--- config.mk ---
export PLATFORM = sky130hd
export DESIGN_NAME = mac_array_gen
export DESIGN_NICKNAME = d
export VERILOG_FILES = /design/src/rtl/mac_array_gen.sv
export SDC_FILE = /design/constraint.sdc
export NUM_CORES = 1
export LEC_CHECK = 0
export ABC_AREA = 1
export CORE_AREA = 2 2 180 182
export CTS_BUF_LIST = sky130_fd_sc_hd__clkbuf_8
export DETAILED_ROUTE_END_ITERATION = 10
export DIE_AREA = 0 0 182 184
export GPL_ROUTABILITY_DRIVEN = 0
export PLACE_DENSITY = 0.8
export SETUP_SLACK_MARGIN = 0.02
export SLEW_MARGIN = 15
export SYNTH_ARGS = -nofsm -noshare
export SYNTH_HDL_FRONTEND = slang
export SYNTH_SLANG_ARGS = --single-unit
--- constraint.sdc ---
create_clock -name clk -period 5.48 [get_ports clk]
set_input_delay 1.096 -clock clk [delete_from_list [all_inputs] [get_ports clk]]
set_output_delay 1.096 -clock clk [all_outputs]
set_load 0.02 [all_outputs]
--- src/rtl/mac_array_gen.sv ---
// Parametrised multi-lane multiply-accumulate engine with valid/ready
// input and output handshakes, optional saturation and matrix sequencing.
module mac_array_gen #(
    parameter int N_LANE  = 4,
    parameter int DW      = 8,
    parameter int CW      = 7,
    parameter int CPW     = 2,
    parameter int K       = 8,
    parameter int N_GROUP = 4,
    parameter int AW      = 18,
    parameter int SAT     = 1
) (
    input  logic                                  clk,
    input  logic                                  rst,
    input  logic                                  start,
    input  logic [CPW*CW-1:0]                     coef_word,
    output logic [$clog2(N_GROUP*K/CPW)-1:0]      coef_addr,
    input  logic [N_LANE*DW-1:0]                  x_in,
    input  logic                                  in_valid,
    output logic                                  in_ready,
    output logic                                  x_shift,
    output logic [N_LANE*AW-1:0]                  acc_out,
    output logic                                  out_valid,
    input  logic                                  out_ready,
    output logic                                  out_last,
    output logic [N_LANE-1:0]                     ovf,
    output logic                                  busy,
    output logic                                  done
);

    localparam int CAW = $clog2(N_GROUP*K/CPW);
    localparam int BW  = (K > 1) ? $clog2(K) : 1;
    localparam int GW  = (N_GROUP > 1) ? $clog2(N_GROUP) : 1;
    localparam int FW  = (CPW > 1) ? $clog2(CPW) : 1;
    localparam int PW  = CW + DW;

    typedef enum logic [1:0] {IDLE, RUN, DRAIN, DONE} state_t;

    state_t state, state_nx;

    logic [BW-1:0] beat_cnt;
    logic [GW-1:0] group_cnt;
    logic [FW-1:0] fld_cnt;
    logic [N_LANE-1:0][AW-1:0] acc;
    logic [N_LANE-1:0][AW-1:0] res;
    logic [N_LANE-1:0][AW:0]   sum;
    logic [N_LANE-1:0][PW-1:0] prod;
    logic [N_LANE-1:0]         ovf_now;
    logic [CW-1:0]             coef;
    logic accept, last_beat, last_group;

    assign last_beat  = (beat_cnt == BW'(K - 1));
    assign last_group = (group_cnt == GW'(N_GROUP - 1));
    assign in_ready   = (state == RUN) &&
                        !(last_beat && out_valid && !out_ready);
    assign accept     = in_valid && in_ready;
    assign busy       = (state != IDLE);
    assign done       = (state == DONE);

    // field 0 sits in the MSBs of the coefficient word
    assign coef = coef_word[(CPW - 1 - int'(fld_cnt)) * CW +: CW];

    always_comb begin
        prod    = '0;
        sum     = '0;
        res     = '0;
        ovf_now = '0;
        for (int l = 0; l < N_LANE; l++) begin
            prod[l]    = PW'(coef) * PW'(x_in[l*DW +: DW]);
            sum[l]     = {1'b0, acc[l]} + (AW+1)'(prod[l]);
            ovf_now[l] = sum[l][AW];
            if (sum[l][AW] && (SAT != 0))
                res[l] = '1;
            else
                res[l] = sum[l][AW-1:0];
        end
    end

    always_comb begin
        state_nx = state;
        unique case (state)
            IDLE:  if (start) state_nx = RUN;
            RUN:   if (accept && last_beat && last_group) state_nx = DRAIN;
            DRAIN: if (out_valid && out_ready) state_nx = DONE;
            DONE:  state_nx = IDLE;
            default: state_nx = IDLE;
        endcase
    end

    always_ff @(posedge clk or posedge rst) begin
        if (rst) begin
            state     <= IDLE;
            beat_cnt  <= '0;
            group_cnt <= '0;
            fld_cnt   <= '0;
            coef_addr <= '0;
            acc       <= '0;
            ovf       <= '0;
            x_shift   <= 1'b0;
            acc_out   <= '0;
            out_valid <= 1'b0;
            out_last  <= 1'b0;
        end else begin
            state   <= state_nx;
            x_shift <= accept;
            if (state == IDLE && start) begin
                beat_cnt  <= '0;
                group_cnt <= '0;
                fld_cnt   <= '0;
                coef_addr <= '0;
                acc       <= '0;
                ovf       <= '0;
            end else if (accept) begin
                ovf <= ovf | ovf_now;
                if (fld_cnt == FW'(CPW - 1)) begin
                    fld_cnt <= '0;
                    // hold the address on the very last word of the matrix
                    if (!(last_beat && last_group))
                        coef_addr <= coef_addr + CAW'(1);
                end else begin
                    fld_cnt <= fld_cnt + FW'(1);
                end
                if (last_beat) begin
                    beat_cnt  <= '0;
                    acc       <= '0;
                    group_cnt <= last_group ? '0 : group_cnt + GW'(1);
                end else begin
                    beat_cnt <= beat_cnt + BW'(1);
                    acc      <= res;
                end
            end
            if (accept && last_beat) begin
                acc_out   <= res;
                out_valid <= 1'b1;
                out_last  <= last_group;
            end else if (out_valid && out_ready) begin
                out_valid <= 1'b0;
                out_last  <= 1'b0;
            end
        end
    end

endmodule

=== Yosys cells after proc, flatten, opt, wreduce, memory -nomap -nowiden ===
Index checks and enable logic that the tools add are counted.

* $add $sub $neg: 9
* Multiply operators: 5
* Eq/ne operators: 9
* Shift operators: 1
* Muxes and demuxes: 30
* Bitwise gates (word level): 1
* Reduce and logical (&&, ||, !) cells: 20

{| class="wikitable"
|+ Operators with widths
! cell !! count
|-
| 72-bit 2-to-1 mux || 3
|-
| 18-bit by 15-bit adder with 19-bit output || 4
|-
| 18-bit 2-to-1 mux || 4
|-
| 7-bit by 8-bit multiplier with 15-bit output || 4
|-
| 4-bit 2-to-1 mux || 6
|-
| 2-bit 2-to-1 mux || 7
|-
| 14-bit by 6-bit indexed part select with 7-bit output || 1
|-
| 2-bit nonzero test || 5
|-
| 1-bit logical AND || 9
|-
| 3-bit 2-to-1 mux || 3
|-
| 2-bit one-hot mux with 4 select lines || 1
|-
| 2-bit equality test, second input constant || 3
|-
| 2-bit by 4-bit multiplier with 6-bit output, second input constant || 1
|-
| 1-bit 2-to-1 mux || 6
|-
| 2-bit != test, second input constant || 3
|-
| 3-bit AND reduction || 2
|-
| 4-bit by 1-bit adder with 4-bit output, second input constant || 1
|-
| 4-bit OR || 1
|-
| 3-bit by 1-bit adder with 3-bit output, second input constant || 1
|-
| 3-bit equality test, second input constant || 1
|-
| 2-bit by 1-bit adder with 2-bit output, second input constant || 1
|-
| 2-bit by 1-bit equality test with 1-bit output, second input constant || 1
|-
| 1-bit zero test || 2
|-
| 2-bit zero test || 1
|-
| other kinds (4) || 4
|}

* Bits in registers: 163
* Bits of input ports: 51
* Output and inout bits: 86
* Word-level logic and storage cells: 89

=== Depth between registers and ports, before layout ===
* Depth after elaboration: 10
* Mapped depth: 27
* Depth with buffers taken out: 25

=== Worst setup path before layout ===
No wires, ideal clock.

* Kind: input -> register
* From: input coef_word[1]
* To: register acc_out[11]
* Setup time: 117 ps
* Arrival time: 5051 ps
* Required time: 5363 ps
* Path slack: 312 ps
* Stages on the path: 22
* Path buffers: 2
* Cells stage by stage: or2_2 nand2_1 buf_2 nor2_1 fa_1 inv_1 fa_1 inv_1 fa_1 inv_1 fa_1 inv_1 ha_1 nand2_1 nor2_1 nand3_1 nand2_1 a21oi_4 buf_6 nand3_2 nand2_1 nand2_1

* Word-level cells in the longest chain between the ends: 4

{| class="wikitable"
|+ RTL lines
! what !! line !! text
|-
| from (decl) || 16 || <nowiki>input logic [CPW*CW-1:0] coef_word,</nowiki>
|-
| 14-bit by 6-bit indexed part select with 7-bit output || 61 || <nowiki>assign coef = coef_word[(CPW - 1 - int'(fld_cnt)) * CW +: CW];</nowiki>
|-
| 7-bit by 8-bit multiplier with 15-bit output || 69 || <nowiki>prod[l] = PW'(coef) * PW'(x_in[l*DW +: DW]);</nowiki>
|-
| 18-bit by 15-bit adder with 19-bit output || 70 || <nowiki>sum[l] = {1'b0, acc[l]} + (AW+1)'(prod[l]);</nowiki>
|-
| 18-bit 2-to-1 mux || 72 || <nowiki>if (sum[l][AW] && (SAT != 0))</nowiki>
|-
| to (signal assigned) || 133 || <nowiki>acc_out <= res;</nowiki>
|-
| to (decl) || 22 || <nowiki>output logic [N_LANE*AW-1:0] acc_out,</nowiki>
|}

Every way passes these cells.
A chain may end at the register's enable or synchronous reset.

=== Worst setup path after layout ===
* From: input coef_word[1]
* To: register ovf[3]

* Word-level cells in the longest chain between the ends: 6

{| class="wikitable"
|+ RTL lines
! what !! line !! text
|-
| 14-bit by 6-bit indexed part select with 7-bit output || 61 ||
|-
| 7-bit by 8-bit multiplier with 15-bit output || 69 ||
|-
| 18-bit by 15-bit adder with 19-bit output || 70 ||
|-
| 4-bit OR || 114 || <nowiki>ovf <= ovf | ovf_now;</nowiki>
|-
| 4-bit 2-to-1 mux || 113 || <nowiki>end else if (accept) begin</nowiki>
|-
| 4-bit 2-to-1 mux || 106 || <nowiki>if (state == IDLE && start) begin</nowiki>
|-
| to (signal assigned) || 114 ||
|-
| to (decl) || 26 || <nowiki>output logic [N_LANE-1:0] ovf,</nowiki>
|}

Every way passes these cells. The select of a mux whose other input is x is not followed.

==> results.md <==
- The number of buffers inserted by post-CTS setup repair is 0.
- For this block, the initial DRC count from the detailed router was around 1200.
- The worst setup path is captured at a flop.
- The antenna violation net count after detailed routing is 0.
- The flow ran to the end, and the final reports show no timing, DRC or antenna violations.
- The commonest non-fill, non-tap cell in the layout is nand2_1.
- After synthesis, the netlist uses 32 different library cells.
- In this run the mean area of a mapped cell was 7.19 sq um.
- The initial antenna violation count is 3.
- The initialized floorplan defines 65 standard-cell rows.
- Sorting the synthesized cells by area gives the leading types as dfrtp_1, fa_1, nand2_1, ha_1, inv_1.
- The share of synthesized flip-flops with an asynchronous set or reset is 100%.
- For this design, the sink count on the clock tree is 163.
- The worst clock skew is approximately 0.018 ns.
- The number of hold violations in the final report is 0.
- The top-area cell type share of the netlist area is 23.3%.
- Setup repair after global routing left no endpoint under its margin.
- The floorplan step defined a die boundary enclosing 0.0335 sq mm.
- The width of the die is 182 microns.
- The summed negative setup slack over all endpoints is 0 ns.
- The height of the die is between 150 and 200 microns.
- The synthesized design contains 163 register bits.
- After clock tree synthesis, the clock-pin slew on the worst setup and hold paths is between 0.1 and 0.15 ns.
- The clock network latency to the later pin of the worst-skew pair is around 0.52 ns.
- STA classifies the critical path startpoint as an input port.
- The maximum level of the CTS H-tree is 4.
- The count of pins on the block boundary is about 140.
- The critical setup path kind is input port to flop.
- Counting flops with a built-in enable in the synthesized netlist gives 0.
- The achievable frequency is 0.189 GHz.
- STA puts the critical path data arrival time at 5.74 ns.
- The final layout contains ~3100 nets.
- Among all stages on the critical path, the largest delay is contributed by fa_1.
- The number of max-slew violations in the final report came to 0.
- For this run, the detailed router's first-pass iteration total came to 6.
- In the layout the commonest cells are nand2_1, inv_1, nor2_1.
- On the final layout, the worst hold slack is 0.471 ns.
- TritonCTS built the clock tree.
- The worst min-delay path class is flop to flop.
- The post-route clock period utilization is 96.4%.
- The global-route wire length before repair is 77100 microns.
- Traced cell by cell, the critical path runs through clkdlybuf4s50_1 -> or2_2 -> nand2_4 -> buf_4 -> nor2_1 -> fa_1 -> inv_1 -> fa_1 -> inv_1 -> fa_1 -> inv_1 -> fa_1 -> inv_1 -> ha_1 -> nand2_1 -> nor2_1 -> nand3_2 -> nand2_2 -> a21oi_4 -> buf_6 -> nor2_4 -> nor2_1 -> nor2_1.
- The routed wire length is 45900 microns.
- The library cell occupying the most area in the post-synthesis netlist is dfrtp_1.
- After routing the design area is 0.0210 sq mm.
- Once placement finished, the instance area stood at 0.0205 sq mm.
- The total CTS buffers is 17.
- The core region is 0.0314 sq mm.
- The most common flop cell mapped by yosys is dfrtp_1.
- The DRC violation count after routing is 0.
- The largest single stage delay on the critical path is ~0.55 ns.
- The estimated wirelength of the detail-placed design is 35600 microns.
- In this run the clock root is driven by a clkbuf_8.
- The number of buffers and inverters on the critical path is 7.
- After filler insertion, the fill cell instance count of the layout stands at 2543.
- The share of cells above drive strength 1 is a little under a tenth.
- The max-slew headroom at the worst pin is 26.2%.
- The data required time of the critical path is 5.93 ns.
- The starting utilization of the core area is between 50% and 60%.
- After technology mapping, the gate count stands at 2439.
- The highest fanout seen on the critical path is 9.
- The slew at the pin with the worst max-slew slack is 1.10 ns.
- The time the final worst path needs with I/O delays and setup is roughly 5.3 ns.
- The vias per cell is 5.07.
- The number of buffer cells added on primary ports is ~140.
- The setup violation total in the final timing report is 0.
- The total via count in the routed design is ~16000.
- Max-cap violations in this run came to 0.
- In the final routed layout, each cell accounts on average for roughly 15 microns.
- The maximum clock insertion buffer count is 2.
- Across every metal layer, demand over resource in global routing totals ~29%.
- The pre-CTS worst setup slack is -0.599 ns.
- Compared with the post-synthesis result, the final layout area differs by 19.6%.
- The kind of cell adding the most delay to the critical path is adder cells.
- The number of warnings printed during yosys synthesis is 0.
- After synthesis the cells add up to 0.0175 sq mm.
- The sum of overflow across all layers after global routing is 0.
- The post-synth net total is 2827.
- The setup slack after layout is 0.196 ns.
- The portion of the post-synthesis area used by sequential elements is 23.3%.
- The pin count of the biggest net entering global routing is around 160.
- The via count of the first global-routing pass is 16400.
## cell type report
class	instances	area [sq um]	share of cell area, %
antenna	2	5.00	0.0239
tap	402	503	2.40
clock inverter	14	190	0.907
inverter	563	2120	10.1
sequential	163	4080	19.4
multi-input combinational	1658	11100	52.8
clock buffer	18	248	1.18
timing repair buffer	298	2760	13.2
## synthesized netlist by cell type (2+ instances only)
| library cell | number |
|---|---|
| and2_1 | 9 |
| nor2_1 | 195 |
| buf_2 | 32 |
| clkbuf_1 | 11 |
| xnor2_1 | 21 |
| a21oi_4 | 4 |
| a21oi_1 | 26 |
| nand3b_1 | 3 |
| inv_2 | 5 |
| buf_4 | 8 |
| nand3_1 | 76 |
| nand2_1 | 881 |
| fa_1 | 168 |
| xor2_1 | 3 |
| o21ai_0 | 34 |
| nand2_2 | 10 |
| a21boi_0 | 3 |
| or2_2 | 14 |
| a22o_1 | 2 |
| nor3_1 | 10 |
| nand4_1 | 10 |
| nor2_2 | 2 |
| ha_1 | 169 |
| inv_1 | 558 |
| or2_4 | 2 |
| dfrtp_1 | 163 |
| nand3_2 | 12 |
| buf_6 | 4 |
## routing by layer
layer	track usage, %	up-vias	wire [microns]
li1	-	7634	-
met1	35.3	7532	19400
met2	48.9	530	21900
met3	6.50	125	3020
met4	12.1	2	1640
met5	0	-	9
## logic make-up (layout without fill, tap and decap cells)
kind of cell | after synthesis | after routing | synth area share, %
flops | 163 | 163 | 23.3
fa+ha+maj | 337 | 337 | 31.2
compound gates | 72 | 72 | 2.45
other cells | 0 | 2 | 0
simple gates | 1225 | 1225 | 28.0
buf+inv | 618 | 893 | 13.8
xor+xnor | 24 | 24 | 1.20
## through the flow
| stage | util (%) | cells |
|---|---|---|
| 3_5_place_dp | 65.3 | 3084 |
| 3_3_place_gp | 65.3 | 3084 |
| 6_report | 66.8 | 3118 |
| 5_1_grt | 66.8 | 3116 |
| 2_1_floorplan | - | 2439 |
| 4_1_cts | 66.7 | 3116 |
## sequential cells by signal, indices dropped and copies added (netlist names)
name and flops:
acc 72, acc_out 72, beat_cnt 3, coef_addr 4, fld_cnt 1, group_cnt 2
out_last 1, out_valid 1, ovf 4, state 2, x_shift 1
## path summary, 6_finish.rpt
kind | depth (start not counted) | to | start | slack, ns
setup / recovery | 23 | ovf[3]$_DFFE_PP0P_ | coef_word[1] | 0.20
hold / removal | 1 | coef_addr[3]$_DFFE_PP0P_ | coef_addr[3]$_DFFE_PP0P_ | 0.47
setup reg to reg | 24 | acc[4]$_DFFE_PP0P_ | fld_cnt$_DFFE_PP0P_ | 0.28
hold reg to reg | 1 | coef_addr[3]$_DFFE_PP0P_ | coef_addr[3]$_DFFE_PP0P_ | 0.47
max in group asynchronous | 3 | acc[70]$_DFFE_PP0P_ | rst | 3.60
min in group asynchronous | 3 | acc[35]$_DFFE_PP0P_ | rst | 1.17
## repair_timing
action                     CTS  global route
setup endpoints to repair    1           114
resized for setup            1            14
hold buffers                 0             0
Power is left out: the tool's default activity adds up to more than one toggle a clock period on the data nets, which glitch-free logic cannot reach.
